--- src/rtl/mem_str_fwd_ctrl.sv ---
// Store-data forwarding select and data-memory write handshake for the MEM stage.
// Latches per-field forwarding selects on store acceptance and holds them while waiting for mem_ack.
//
// state | meaning
// IDLE  | no store outstanding; selects driven to zero
// REQ   | store write requested; pipeline frozen, selects held, wait counter running

module mem_str_fwd_ctrl #(
   parameter int unsigned TIMEOUT = 15
) (
   input  logic       clock,
   input  logic       reset,
   input  logic       ex_mem_valid,
   input  logic       ex_mem_store,
   input  logic [3:0] ex_mem_src_top,
   input  logic [3:0] ex_mem_src_bot,
   input  logic       mem_wb_valid,
   input  logic       mem_wb_we_top,
   input  logic [3:0] mem_wb_dst_top,
   input  logic       mem_wb_we_bot,
   input  logic [3:0] mem_wb_dst_bot,
   input  logic       mem_ack,
   output logic [2:0] sel_signal_top,
   output logic [2:0] sel_signal_bot,
   output logic       mem_wr_req,
   output logic       pipe_stall,
   output logic       err_timeout
);

   typedef enum logic {IDLE, REQ} state_t;

   localparam logic [3:0] CNT_LAST = 4'(TIMEOUT - 1);

   state_t     state_q, state_d;
   logic [3:0] cnt_q, cnt_d;
   logic [2:0] sel_top_q, sel_top_d;
   logic [2:0] sel_bot_q, sel_bot_d;
   logic       req_q, req_d;
   logic       err_q, err_d;

   logic       hit_top_t, hit_top_b, hit_bot_t, hit_bot_b;
   logic [2:0] fwd_top, fwd_bot;

   assign hit_top_t = mem_wb_valid & mem_wb_we_top & (mem_wb_dst_top == ex_mem_src_top);
   assign hit_top_b = mem_wb_valid & mem_wb_we_bot & (mem_wb_dst_bot == ex_mem_src_top);
   assign hit_bot_t = mem_wb_valid & mem_wb_we_top & (mem_wb_dst_top == ex_mem_src_bot);
   assign hit_bot_b = mem_wb_valid & mem_wb_we_bot & (mem_wb_dst_bot == ex_mem_src_bot);

   // MEM/WB top result wins when both halves of MEM/WB target the same source
   assign fwd_top = hit_top_t ? 3'b010 : (hit_top_b ? 3'b100 : 3'b001);
   assign fwd_bot = hit_bot_t ? 3'b010 : (hit_bot_b ? 3'b100 : 3'b001);

   always_comb begin
      state_d   = state_q;
      cnt_d     = cnt_q;
      sel_top_d = sel_top_q;
      sel_bot_d = sel_bot_q;
      req_d     = req_q;
      err_d     = err_q;
      case (state_q)
         IDLE: begin
            if (ex_mem_valid && ex_mem_store) begin
               state_d   = REQ;
               cnt_d     = 4'd0;
               sel_top_d = fwd_top;
               sel_bot_d = fwd_bot;
               req_d     = 1'b1;
            end else begin
               sel_top_d = 3'b000;
               sel_bot_d = 3'b000;
               req_d     = 1'b0;
            end
         end
         REQ: begin
            if (mem_ack || (cnt_q == CNT_LAST)) begin
               state_d   = IDLE;
               sel_top_d = 3'b000;
               sel_bot_d = 3'b000;
               req_d     = 1'b0;
               // an ack arriving on the final allowed cycle still counts as success
               if (!mem_ack) err_d = 1'b1;
            end else begin
               cnt_d = cnt_q + 4'd1;
            end
         end
         default: state_d = IDLE;
      endcase
   end

   always_ff @(posedge clock) begin
      if (reset) begin
         state_q   <= IDLE;
         cnt_q     <= 4'd0;
         sel_top_q <= 3'b000;
         sel_bot_q <= 3'b000;
         req_q     <= 1'b0;
         err_q     <= 1'b0;
      end else begin
         state_q   <= state_d;
         cnt_q     <= cnt_d;
         sel_top_q <= sel_top_d;
         sel_bot_q <= sel_bot_d;
         req_q     <= req_d;
         err_q     <= err_d;
      end
   end

   assign sel_signal_top = sel_top_q;
   assign sel_signal_bot = sel_bot_q;
   assign mem_wr_req     = req_q;
   assign pipe_stall     = req_q;
   assign err_timeout    = err_q;

endmodule

--- config.mk ---
export PLATFORM = sky130hd
export DESIGN_NAME = mem_str_fwd_ctrl
export DESIGN_NICKNAME = d
export VERILOG_FILES = /design/src/rtl/mem_str_fwd_ctrl.sv
export SDC_FILE = /design/constraint.sdc
export NUM_CORES = 1
export LEC_CHECK = 0
export CORE_MARGIN = 3
export CORE_UTILIZATION = 43
export DETAILED_ROUTE_END_ITERATION = 16
export GPL_TIMING_DRIVEN = 0
export HOLD_SLACK_MARGIN = 0.06
export PLACE_DENSITY = 0.82
export SETUP_SLACK_MARGIN = 0.15
export SLEW_MARGIN = 15
export SYNTH_ARGS = -nofsm -noshare
export SYNTH_HDL_FRONTEND = slang
export SYNTH_SLANG_ARGS = --single-unit
--- constraint.sdc ---
create_clock -name clock -period 4.38 [get_ports clock]
set_input_delay 0.657 -clock clock [delete_from_list [all_inputs] [get_ports clock]]
set_output_delay 0.657 -clock clock [all_outputs]
set_load 0.02 [all_outputs]
=== Word-level counts from Yosys, hierarchy flattened ===
Cells that the tools add are included.

* Add/subtract/negate cells: 1
* Equal/unequal tests: 8
* Mux-type cells: 17
* Bitwise logic cells: 8
* Reductions and logical operators: 4

{| class="wikitable"
|+ Operators by type and width
! operator !! count
|-
| 2-to-1 mux 3 bit || 7
|-
| == test 4 bit || 4
|-
| case mux 3 bit (2 select lines) || 2
|-
| 2-to-1 mux 4 bit || 2
|-
| case mux 4 bit (2 select lines) || 1
|-
| bitwise AND 1 bit || 6
|-
| adder 4 x 1 -> 4 bit, second input constant || 1
|-
| == test 4 bit, second input constant || 1
|-
| inequality test 2 bit, second input constant || 2
|-
| case mux 1 bit (2 select lines) || 2
|-
| 2-to-1 mux 1 bit || 3
|-
| AND reduction 3 bit || 1
|-
| inequality test 2 x 1 -> 1 bit, second input constant || 1
|-
| inverter 1 bit || 2
|-
| AND reduction 2 bit || 1
|-
| logical AND 1 bit || 1
|-
| logical OR 1 bit || 1
|}

* Flip-flop bits (word level): 13
* Input bits: 24
* Output and inout bits: 9
* Logic and storage cells: 44

=== Logic depth before layout (Yosys ltp) ===
* Depth after elaboration: 6
* Gate-level depth with buffers: 7
* Gate-level depth less buffers: 6

=== Worst setup path before layout ===
No wires, ideal clock.

* Path type: input-to-reg
* From: input port ex_mem_valid
* To: register sel_bot_q[1], in the netlist sel_signal_bot[1]
* Setup time: 71 ps
* Arrival: 1,648 ps
* Data required time: 4,309 ps
* Setup slack: 2,662 ps
* Stages: 5
* Buffers on the path: 1
* Cells stage by stage: nand2_1 -> or2_0 -> clkbuf_2 -> or4_1 -> a21oi_1

* Longest elaborated chain between the ends: 3

{| class="wikitable"
|+ RTL lines
! item !! line !! text
|-
| from (decl) || 13 || <nowiki>input logic ex_mem_valid,</nowiki>
|-
| logical AND 1 bit || 62 || <nowiki>if (ex_mem_valid && ex_mem_store) begin</nowiki>
|-
| 2-to-1 mux 3 bit || 62 ||
|-
| case mux 3 bit (2 select lines) || 60 || <nowiki>case (state_q)</nowiki>
|-
| to (signal assigned) || 102 || <nowiki>sel_bot_q <= sel_bot_d;</nowiki>
|-
| to (decl) || 37 || <nowiki>logic [2:0] sel_bot_q, sel_bot_d;</nowiki>
|}

No other way between the ends.
A chain may end at the register's enable or synchronous reset.

=== Worst setup path after layout ===
* From: input port ex_mem_store
* To: register sel_bot_q[1], in the netlist sel_signal_bot[1]

* Longest elaborated chain between the ends: 3

{| class="wikitable"
|+ RTL lines
! item !! line !! text
|-
| from (decl) || 14 || <nowiki>input logic ex_mem_store,</nowiki>
|-
| logical AND 1 bit || 62 ||
|-
| 2-to-1 mux 3 bit || 62 ||
|-
| case mux 3 bit (2 select lines) || 60 ||
|}

No other way between the ends.

==> results.md <==
- status: finished clean
- area enclosed by the die boundary: 0.00228 mm²
- count of max-cap constraint violations: 0
- GRT Util Overall: 17.2%
- Setup Viol. Count Final: 0
- count of flip-flops with a built-in enable after synthesis: 0
- final worst path period need: 2010 ps
- setup repair after global routing missed its margin: no
- die boundary height: 47.8 µm
- total power: 0.000253 W
- synthesized netlist cell count: 90
- final clock skew: 4.48 ps
- Vias/cell: 5.27
- sum of routed wire length over all layers: 1720 µm
- Crit path arrival time: 2200 ps
- Max Fanout on Critical Path: 6
- # nets final: 153
- most common cell in the synthesized netlist: sky130_fd_sc_hd__dfxtp_1
- number of buffers on the longest clock path: 2
- final cell area excluding filler cells: 0.00112 mm²
- I/O pin count: 33
- fraction of final layout cells with drive strength greater than 1: 4.76%
- power density over the cells: 227 mW/mm²
- final sum of negative setup slack: 0 ps
- cell taking the most area after synthesis: sky130_fd_sc_hd__dfxtp_1
- share of synthesized registers carrying an async set or reset: 0%
- fill cell instance count of the final layout: 146
- fraction of synthesized cell area taken by the top area cell type: 34.7%
- clock insertion delay at the later pin of the skew report: 270 ps
- RD Place Congestion: 0.796
- worst supply voltage drop on vdd: 0.000114 V
- floorplan core area: 0.00158 mm²
- Antenna Nets Post-Route: 0
- Via Count: 749
- crit share post-route: 45.8%
- DRC violations left: 0
- static leakage: 0.407 nW
- hold buffers post-CTS: 0
- Clock Tree Root: sky130_fd_sc_hd__clkbuf_4
- ant diodes: 0
- count of standard-cell rows: 14
- Iter 0 DRT Violations: 1
- GRT overflow: 0
- number of warnings reported in the yosys synthesis log: 0
- share of the yosys chip area belonging to registers: 34.7%
- number of max-slew violations in the final report: 0
- Routed wire per std cell: 12.1 µm
- cells taking the most area after synthesis: sky130_fd_sc_hd__dfxtp_1 35%, sky130_fd_sc_hd__xor2_1 11%, sky130_fd_sc_hd__xnor2_1 8.2%
- buffer count from post-CTS setup fixing: 0
- Synth-to-Final Area Change: 48.9%
- launching element type of the critical path: input pin
- htree depth: 1
- total CTS buffers: 3
- ys flop type: sky130_fd_sc_hd__dfxtp_1
- die width: 47.8 µm
- FF+latch area: 260 µm²
- achievable frequency: 499 MHz
- Synth top cells by count: 13 x sky130_fd_sc_hd__dfxtp_1, 10 x sky130_fd_sc_hd__nand2_1, 9 x sky130_fd_sc_hd__xor2_1, 7 x sky130_fd_sc_hd__a21oi_1, 7 x sky130_fd_sc_hd__xnor2_1
- hold slack final: 456 ps
- category of the worst setup path capture point: register
- post-DP HPWL: 1460 µm
- post-CTS clock slew at the launch and capture registers of the worst setup and hold paths: 70 ps
- CTS tree: done
- critical path required time: 4580 ps
- multi-input gate area in the final layout: 454 µm²
- Worst Hold Class: reg -> reg
- worst slew margin relative to its limit: 71.9%
- mean instance size in the synthesized netlist: 8.33 µm²
- via count of the first global-routing pass: 703
- initial core utilization: 47.5%
- clock tree sinks: 13
- input/output buffers: 32
- hold violation count in the final report: 0
- antenna violations before repair: 0
- maximum number of pins on one net before global-route repair: 11
- total standard cell area after synthesis: 749 µm²
- post-synthesis net count: 116
- Yosys reg bits: 13
- kind of critical path: in -> reg
- cell area after placement: 0.00109 mm²
- first-pass GRT wire length: 2790 µm
- number of search-and-repair iterations in the first detailed-routing pass: 5
- number of gates resized after cts: 0
- number of distinct library cells after synthesis: 31
- actual slew at the worst max-slew pin: 422 ps
[registers in the layout, indices dropped and copies added, names as in the netlist]
name and cells:
cnt_q 4, err_timeout 1, mem_wr_req 1, sel_signal_bot 3
sel_signal_top 3, state_q 1
[layer usage]
metal / track usage [%] / part of all wire [%] / vias to the layer above
li1: - / - / 388
met5: 0 / 0 / -
met3: 2.63 / 5.8 / 2
met4: 8.06 / 0.70 / 0
met1: 19.4 / 42 / 333
met2: 31.1 / 51 / 26
[power breakdown]
part	leakage, nW	switching [W]	internal (W)
registers	0.105	0.00000174	0.000120
logic	0.287	0.0000252	0.0000340
clock network	0.0150	0.0000370	0.0000352
[final timing paths]
kind | startpoint | slack (ps) | cells after the start | endpoint
setup reg to reg | cnt_q[0]$_SDFFE_PP0P_ | 2820 | 7 | sel_signal_top[0]$_SDFFE_PP0P_
setup / recovery | ex_mem_store | 2370 | 6 | sel_signal_bot[1]$_SDFFE_PP0P_
hold / removal | sel_signal_top[1]$_SDFFE_PP0P_ | 460 | 2 | sel_signal_top[1]$_SDFFE_PP0P_
hold reg to reg | sel_signal_top[1]$_SDFFE_PP0P_ | 460 | 2 | sel_signal_top[1]$_SDFFE_PP0P_
[cell families (layout without fill, tap and decap cells)]
group                      Yosys count  after routing  synth area share [%]
AOI/OAI and AO/OA                   17             17                  15.9
buffers and inverters                8             44                  4.67
and+or+nand+nor                     34             34                  22.7
xor gates and xnor gates            16             16                  18.7
DFF                                 13             13                  34.7
adders and majority gates            2              2                  3.34
[metrics by stage]
stage / utilization (%) / setup slack (ps) / cells
after floorplan: - / 2660 / 90
after global placement: 69.1 / 2130 / 138
after detailed placement: 69.1 / 2090 / 138
after CTS: 70.8 / 2360 / 142
after global routing: 70.8 / 2250 / 142
final: 70.8 / 2370 / 142
[cells in the final DEF (no fill, tap or decap), types with 2 or more instances in the layout]
cell / n
sky130_fd_sc_hd__ha_1: 2
sky130_fd_sc_hd__or4_1: 2
sky130_fd_sc_hd__nand3_1: 5
sky130_fd_sc_hd__nor3_1: 3
sky130_fd_sc_hd__nor2_1: 5
sky130_fd_sc_hd__a21oi_1: 7
sky130_fd_sc_hd__dfxtp_1: 13
sky130_fd_sc_hd__clkbuf_1: 3
sky130_fd_sc_hd__xnor2_1: 7
sky130_fd_sc_hd__inv_1: 4
sky130_fd_sc_hd__xor2_1: 9
sky130_fd_sc_hd__o32ai_1: 3
sky130_fd_sc_hd__nand2_1: 10
sky130_fd_sc_hd__clkdlybuf4s50_1: 32
sky130_fd_sc_hd__clkbuf_4: 3
[area by class of cell]
type | count | share of cell area [%]
Clock buffer | 4 | 2.35
Timing Repair Buffer | 32 | 28.7
Buffer | 4 | 1.79
Multi-Input combinational cell | 69 | 40.7
Inverter | 4 | 1.35
Tap cell | 16 | 1.79
Sequential cell | 13 | 23.3
[worst max-delay path, stage by stage]
cell	delay [ps]
sky130_fd_sc_hd__clkdlybuf4s50_1	450
sky130_fd_sc_hd__nand2_1	60
sky130_fd_sc_hd__or2_0	200
sky130_fd_sc_hd__clkbuf_2	160
sky130_fd_sc_hd__or4_1	520
sky130_fd_sc_hd__a21oi_1	150
No activity file was read; power rests on OpenSTA's default activity.
